File: config.mk
export PLATFORM = sky130hd
export DESIGN_NAME = clk_divider_flat
export DESIGN_NICKNAME = d
export VERILOG_FILES = /design/src/rtl/clk_divider_pkg.sv /design/src/rtl/clk_divider_if.sv /design/src/rtl/clk_divider_counter.sv /design/src/rtl/clk_divider.sv /design/src/flat_wrapper.sv
export SDC_FILE = /design/constraint.sdc
export NUM_CORES = 1
export LEC_CHECK = 0
export ABC_AREA = 1
export CAP_MARGIN = 10
export CORE_AREA = 8 8 71 135
export CTS_CLUSTER_SIZE = 14
export DETAILED_ROUTE_END_ITERATION = 7
export DIE_AREA = 0 0 79 143
export PLACE_DENSITY_LB_ADDON = 0.15
export RECOVER_POWER = 50
export SYNTH_ARGS = -nofsm -noshare
export SYNTH_HDL_FRONTEND = slang
export SYNTH_SLANG_ARGS = --single-unit
File: constraint.sdc
create_clock -name clk -period 2.5 [get_ports clk]
set_clock_uncertainty 0.2 [all_clocks]
set_input_delay 0.75 -clock clk [delete_from_list [all_inputs] [get_ports clk]]
set_output_delay 0.75 -clock clk [all_outputs]
set_load 0.02 [all_outputs]
File: src/rtl/clk_divider_pkg.sv
// rtl/clk_divider_pkg.sv - shared constants and output-source decode for the clock divider
package clk_divider_pkg;

    localparam int CLK_DIV_BITS_DEFAULT = 32;

    typedef enum logic [1:0] {
        OUT_OFF    = 2'd0,
        OUT_BYPASS = 2'd1,
        OUT_SQUARE = 2'd2,
        OUT_PULSE  = 2'd3
    } out_sel_e;

    // Disable dominates; bypass ignores the pulse/square choice.
    function automatic out_sel_e decode_out_sel(input logic out_enable,
                                                input logic option,
                                                input logic pulse);
        out_sel_e sel;
        if (!out_enable) begin
            sel = OUT_OFF;
        end else if (!option) begin
            sel = OUT_BYPASS;
        end else if (pulse) begin
            sel = OUT_PULSE;
        end else begin
            sel = OUT_SQUARE;
        end
        return sel;
    endfunction

endpackage

File: src/rtl/clk_divider_if.sv
// rtl/clk_divider_if.sv - control and output bundle of the clock divider
interface clk_divider_if
    import clk_divider_pkg::*;
#(
    parameter int COUNTER_BITS = CLK_DIV_BITS_DEFAULT
);

    logic                    option;
    logic                    out_enable;
    logic [COUNTER_BITS-1:0] divider;
    logic                    pulse;
    logic                    clk_o;

    modport master (
        output option,
        output out_enable,
        output divider,
        output pulse,
        input  clk_o
    );

    modport slave (
        input  option,
        input  out_enable,
        input  divider,
        input  pulse,
        output clk_o
    );

endinterface

File: src/rtl/clk_divider_counter.sv
// rtl/clk_divider_counter.sv - wrapping division counter with terminal-count flag
module clk_divider_counter
    import clk_divider_pkg::*;
#(
    parameter int COUNTER_BITS = CLK_DIV_BITS_DEFAULT
) (
    input  logic                    clk,
    input  logic                    reset,
    input  logic                    run,
    input  logic [COUNTER_BITS-1:0] divider,
    output logic                    term
);

    localparam logic [COUNTER_BITS-1:0] ONE = COUNTER_BITS'(1);

    logic [COUNTER_BITS-1:0] count_q;
    logic [COUNTER_BITS-1:0] count_d;
    logic [COUNTER_BITS-1:0] neff_m1;

    // A divider of 0 behaves as 1; >= lets a shrunk divider wrap at once.
    always_comb begin
        neff_m1 = '0;
        if (divider != '0) begin
            neff_m1 = divider - ONE;
        end
        term = (count_q >= neff_m1);
    end

    always_comb begin
        count_d = '0;
        if (run && !term) begin
            count_d = count_q + ONE;
        end
    end

    always_ff @(posedge clk or posedge reset) begin
        if (reset) begin
            count_q <= '0;
        end else begin
            count_q <= count_d;
        end
    end

endmodule

File: src/rtl/clk_divider.sv
// rtl/clk_divider.sv - programmable divider producing square wave, pulse train or bypassed clock
module clk_divider
    import clk_divider_pkg::*;
#(
    parameter int COUNTER_BITS = CLK_DIV_BITS_DEFAULT
) (
    input  logic         clk,
    input  logic         reset,
    clk_divider_if.slave bus
);

    logic     run;
    logic     term;
    logic     tgl_q;
    logic     tgl_d;
    logic     pls_q;
    logic     pls_d;
    logic     clk_o;
    out_sel_e out_sel;

    assign run     = bus.out_enable & bus.option;
    assign out_sel = decode_out_sel(bus.out_enable, bus.option, bus.pulse);

    clk_divider_counter #(
        .COUNTER_BITS (COUNTER_BITS)
    ) u_counter (
        .clk     (clk),
        .reset   (reset),
        .run     (run),
        .divider (bus.divider),
        .term    (term)
    );

    // Bypass and disable both park the shape registers at 0 so divide restarts cleanly.
    always_comb begin
        tgl_d = 1'b0;
        pls_d = 1'b0;
        if (run) begin
            tgl_d = tgl_q ^ term;
            pls_d = term;
        end
    end

    always_ff @(posedge clk or posedge reset) begin
        if (reset) begin
            tgl_q <= 1'b0;
            pls_q <= 1'b0;
        end else begin
            tgl_q <= tgl_d;
            pls_q <= pls_d;
        end
    end

    always_comb begin
        clk_o = 1'b0;
        case (out_sel)
            OUT_BYPASS: clk_o = clk;
            OUT_SQUARE: clk_o = tgl_q;
            OUT_PULSE:  clk_o = pls_q;
            default:    clk_o = 1'b0;
        endcase
    end

    assign bus.clk_o = clk_o;

endmodule

File: src/flat_wrapper.sv
// flat-port wrapper written by rule: the top's interface ports become plain ports
module clk_divider_flat import clk_divider_pkg::*;
#(
    parameter int COUNTER_BITS = CLK_DIV_BITS_DEFAULT
)
  (clk, reset, bus_option, bus_out_enable, bus_divider, bus_pulse, bus_clk_o);
  clk_divider_if #(.COUNTER_BITS(COUNTER_BITS)) bus_i ();
  input  logic clk;
  input  logic reset;
  input wire logic [$bits(bus_i.option)-1:0] bus_option;
  input wire logic [$bits(bus_i.out_enable)-1:0] bus_out_enable;
  input wire logic [$bits(bus_i.divider)-1:0] bus_divider;
  input wire logic [$bits(bus_i.pulse)-1:0] bus_pulse;
  output wire logic [$bits(bus_i.clk_o)-1:0] bus_clk_o;
  assign bus_i.option = bus_option;
  assign bus_i.out_enable = bus_out_enable;
  assign bus_i.divider = bus_divider;
  assign bus_i.pulse = bus_pulse;
  assign bus_clk_o = bus_i.clk_o;
  clk_divider #(.COUNTER_BITS(COUNTER_BITS)) u_core (.clk(clk), .reset(reset), .bus(bus_i));
endmodule
======== Word level (Yosys, flattened, before mapping) ========
Index checks and enable logic that the tools add are counted.
operators by class
  add/sub/neg operators ................... 2
  order comparisons ....................... 1
  equality and inequality tests ........... 3
  mux-type cells .......................... 8
  bitwise logic cells ..................... 2
  reductions and logical operators ........ 3
operators by type and width
  operator                                                               number
  32-bit two-way mux                                                     2
  32-bit by 1-bit adder with 32-bit output, second input constant        1
  32-bit >= comparator                                                   1
  32-bit nonzero test                                                    1
  32-bit by 1-bit subtractor with 32-bit output, second input constant   1
  2-bit equality test, second input constant                             2
  2-bit two-way mux                                                      2
  1-bit two-way mux                                                      3
  1-bit case mux with 3 select lines                                     1
  2-bit by 1-bit equality test with 1-bit output, second input constant  1
  1-bit bitwise AND                                                      1
  1-bit logical AND                                                      1
  1-bit logical NOT                                                      1
  1-bit bitwise XOR                                                      1
storage, ports and cells
  register bits ........................... 34
  input port bits ......................... 37
  word-level logic and storage cells ...... 22

======== Logic depth before layout (Yosys ltp) ========
  depth in word-level cells ............... 6
  mapped depth ............................ 21

======== Hierarchy ========
From an unflattened synthesis, not the netlist that was laid out.
unflattened totals
  cell total of the unflattened synthesis .. 556
  area total of the unflattened synthesis .. 3637.2 µm²
by module, submodules not included
  module               times used  cells each  area an instance (µm²)
  clk_divider_counter  1           537         3510.9
  clk_divider          1           19          126.4

==> flow_summary.json <==
{
  "synth_area_leaders": "dfrtp_1 22%, nand2_1 14%, ha_1 12%",
  "critPathArrivalTime_ns": 3.34,
  "setup_violations": 35,
  "io_pins": 38,
  "antenna_found_initial": 0,
  "static-leakage-power_nw": 2.981,
  "die_w_um": 79,
  "vias": 4343,
  "final_cells": 832,
  "final_nets": 807,
  "grt_pass1_wl_um": 21220,
  "criticalPathCategory": "input port to flop",
  "syn_avg_cell_area_sq_um": 6.657,
  "layout_setup_ws_ns": -0.7684,
  "first_pass_iters": 4,
  "synth_seq_cells": 34,
  "synth_top_area_cell": "dfrtp_1",
  "design.die.area_sq_mm": 0.01130,
  "cts_tree": "done",
  "rows": 46,
  "die_h_um": 143,
  "slew_viol_final": 0,
  "ys_dominant_reg_cell": "dfrtp_1",
  "violations": "setup timing",
  "p_switching_w": 0.0004792,
  "seqPwrFrac_pct": 30.9,
  "hold_path_class": "flop to flop",
  "via_per_inst": 5.220,
  "netlist_area_sq_mm": 0.003801,
  "wirelength_um": 13440,
  "synth_cell_types": 42,
  "finalHoldViolations": 0,
  "max_freq_ghz": 0.3060,
  "port_buffers": 37,
  "synth_top_cell_area_share_pct": 22.38,
  "power_frac_clock_pct": 44.4,
  "worst_hold_slack_ns": 0.2802,
  "dp_hpwl_um": 8521,
  "yosysMostFrequentCell": "nand2_1",
  "grt_use_total_pct": 23.71,
  "fin_crit_sh_pct": 130.7,
  "p_int_w": 0.001317,
  "synth_edf_count": 0,
  "synthCells": 571,
  "drtIter0Drc": 224,
  "comb_power_share_pct": 24.7,
  "required_ns": 2.57,
  "area_delta_synth_final_pct": 62.44,
  "drc": 0,
  "status": "complete, but fails checks",
  "path_max_fanout": 8,
  "period_needed_ns": 3.268,
  "gp_congestion": 0.9271,
  "syn_nets": 643,
  "num_antenna_cells": 0,
  "async_flop_share_pct": 100.0,
  "power.density_mw_per_mm2": 290.9,
  "core_area_sq_mm": 0.007828,
  "rsz0062_at_grt": "yes",
  "antenna_left": 0,
  "clk_pin_slew_ns": 0.05,
  "gr-total-overflow": 0,
  "max-cap-violations": 0,
  "start_util_pct": 48.56,
  "grt_pass1_vias": 4543,
  "yosys_warnings": 0,
  "slew_headroom_pct": 43.52,
  "synth_top_cells_by_count": "144 x nand2_1, 92 x nor2_1, 73 x inv_1",
  "tightestPinTransition_ns": 0.8472,
  "seq_area_frac_synth_pct": 22.38,
  "cts_hold_buf": 0,
  "end_kind": "flop",
  "ir_worst_vdd_uv": 696.5,
  "dp_cells": 777,
  "sw_frac_of_total_pct": 26.68,
  "grt_start_max_net_pins": 35,
  "crit_path_start_kind": "input port",
  "wl_per_cell_um": 16.15,
  "clock_latency_ns": 0.39,
  "drive_above_1_share_pct": 44.84
}
## critical path: stages
cell and delay (ns):
clkdlybuf4s15_1 0.19, inv_2 0.08, nand2_2 0.07, nor2_4 0.11, nand2_2 0.10, nor3_4 0.19
nand4_1 0.20, buf_6 0.20, buf_4 0.14, nand3_4 0.07, ha_4 0.14, nand2_1 0.07
nor2_2 0.14, nand4_1 0.15, nor2_2 0.19, nand2_4 0.08, nand3_4 0.10, buf_4 0.28
nor2_4 0.06
## path summary, 6_finish.rpt
check | start | end | slack [ns] | cells after the start
min in group asynchronous | reset | u_core.tgl_q | 0.85 | 3
max in group asynchronous | reset | u_core.u_counter.count_q[16] | 0.71 | 3
hold / removal | u_core.u_counter.count_q[0] | u_core.u_counter.count_q[0] | 0.28 | 1
setup reg to reg | u_core.u_counter.count_q[18] | u_core.u_counter.count_q[6] | 0.34 | 12
hold reg to reg | u_core.u_counter.count_q[0] | u_core.u_counter.count_q[0] | 0.28 | 1
setup / recovery | bus_divider[19] | u_core.u_counter.count_q[17] | -0.77 | 19
## cells by family after synthesis
logic type               synth area share [%]
AND/OR/NAND/NOR                         45.10
adder cells (fa/ha/maj)                 11.52
buffers and inverters                   8.953
AO/OA/AOI/OAI                           5.168
XOR/XNOR                                6.880
flip-flops                              22.38
## timing repair
item                       4_1_cts  5_1_grt
gates resized for setup        218       53
pin swaps                       69       25
gates cloned                     3        0
buffers inserted                34       13
setup endpoints to repair       36       35
## placed cells by master (no fill, tap or decap), types with 3 or more instances in the layout
cell,instances
buf_6,25
buf_4,100
nand2_4,9
nor3_1,10
nand4_1,9
dfrtp_1,34
a21oi_2,7
inv_4,5
nand3_2,10
o21ai_0,3
xnor2_1,7
a21o_1,3
dlygate4sd2_1,10
inv_2,22
nand3_4,7
ha_1,22
clkdlybuf4s15_1,5
nand3_1,27
buf_2,8
nor3_4,5
inv_1,52
clkbuf_16,7
clkdlybuf4s15_2,6
or2_4,3
nor2_4,35
or2_1,3
ha_4,13
nand2_2,19
nand2_1,126
xor2_1,21
o21ai_1,7
nor2_2,24
nor2_1,50
a21oi_1,6
nor3_2,6
## area by class of cell
type	count	area, sq um
Sequential cell	34	850.8
Clock buffer	10	203.9
Clock inverter	1	5.005
Timing Repair Buffer	159	1361
Fill cell	517	1653
Multi-Input combinational cell	453	3324
Inverter	79	309.0
Tap cell	96	120.1
## power by group through the flow
stage | logic (W) | clock network [W] | registers, W
3_3_place_gp | 0.000321 | 0.0000166 | 0.000563
2_1_floorplan | 0.000144 | 0.0000102 | 0.000563
3_5_place_dp | 0.000324 | 0.0000166 | 0.000563
4_1_cts | 0.000407 | 0.000808 | 0.000554
5_1_grt | 0.000478 | 0.000838 | 0.000554
6_report | 0.000444 | 0.000798 | 0.000555
## sequential cells by signal (all words and copies together), names as in the netlist
name / flops
u_core.u_counter.count_q: 32
u_core.tgl_q: 1
u_core.pls_q: 1
## metal layers
layer  wire (um)  track usage [%]
met1        5168            25.42
met2        7174            41.71
met3         613            4.723
met4         482            12.98
met5           0                0
## stage by stage
step	setup WS, ns	util (%)	setup TNS (ns)	cell area, sq um	power [W]
2_1_floorplan	-0.5214	-	-16.69	3958	0.0007168
3_3_place_gp	-1.305	63.75	-44.43	4990	0.0009008
3_5_place_dp	-1.340	63.75	-45.28	4990	0.0009042
4_1_cts	-0.6763	75.72	-21.25	5927	0.001769
5_1_grt	-0.8590	78.88	-28.24	6175	0.001870
6_report	-0.7684	78.88	-24.94	6175	0.001796
Power figures use the tool's default switching activity.
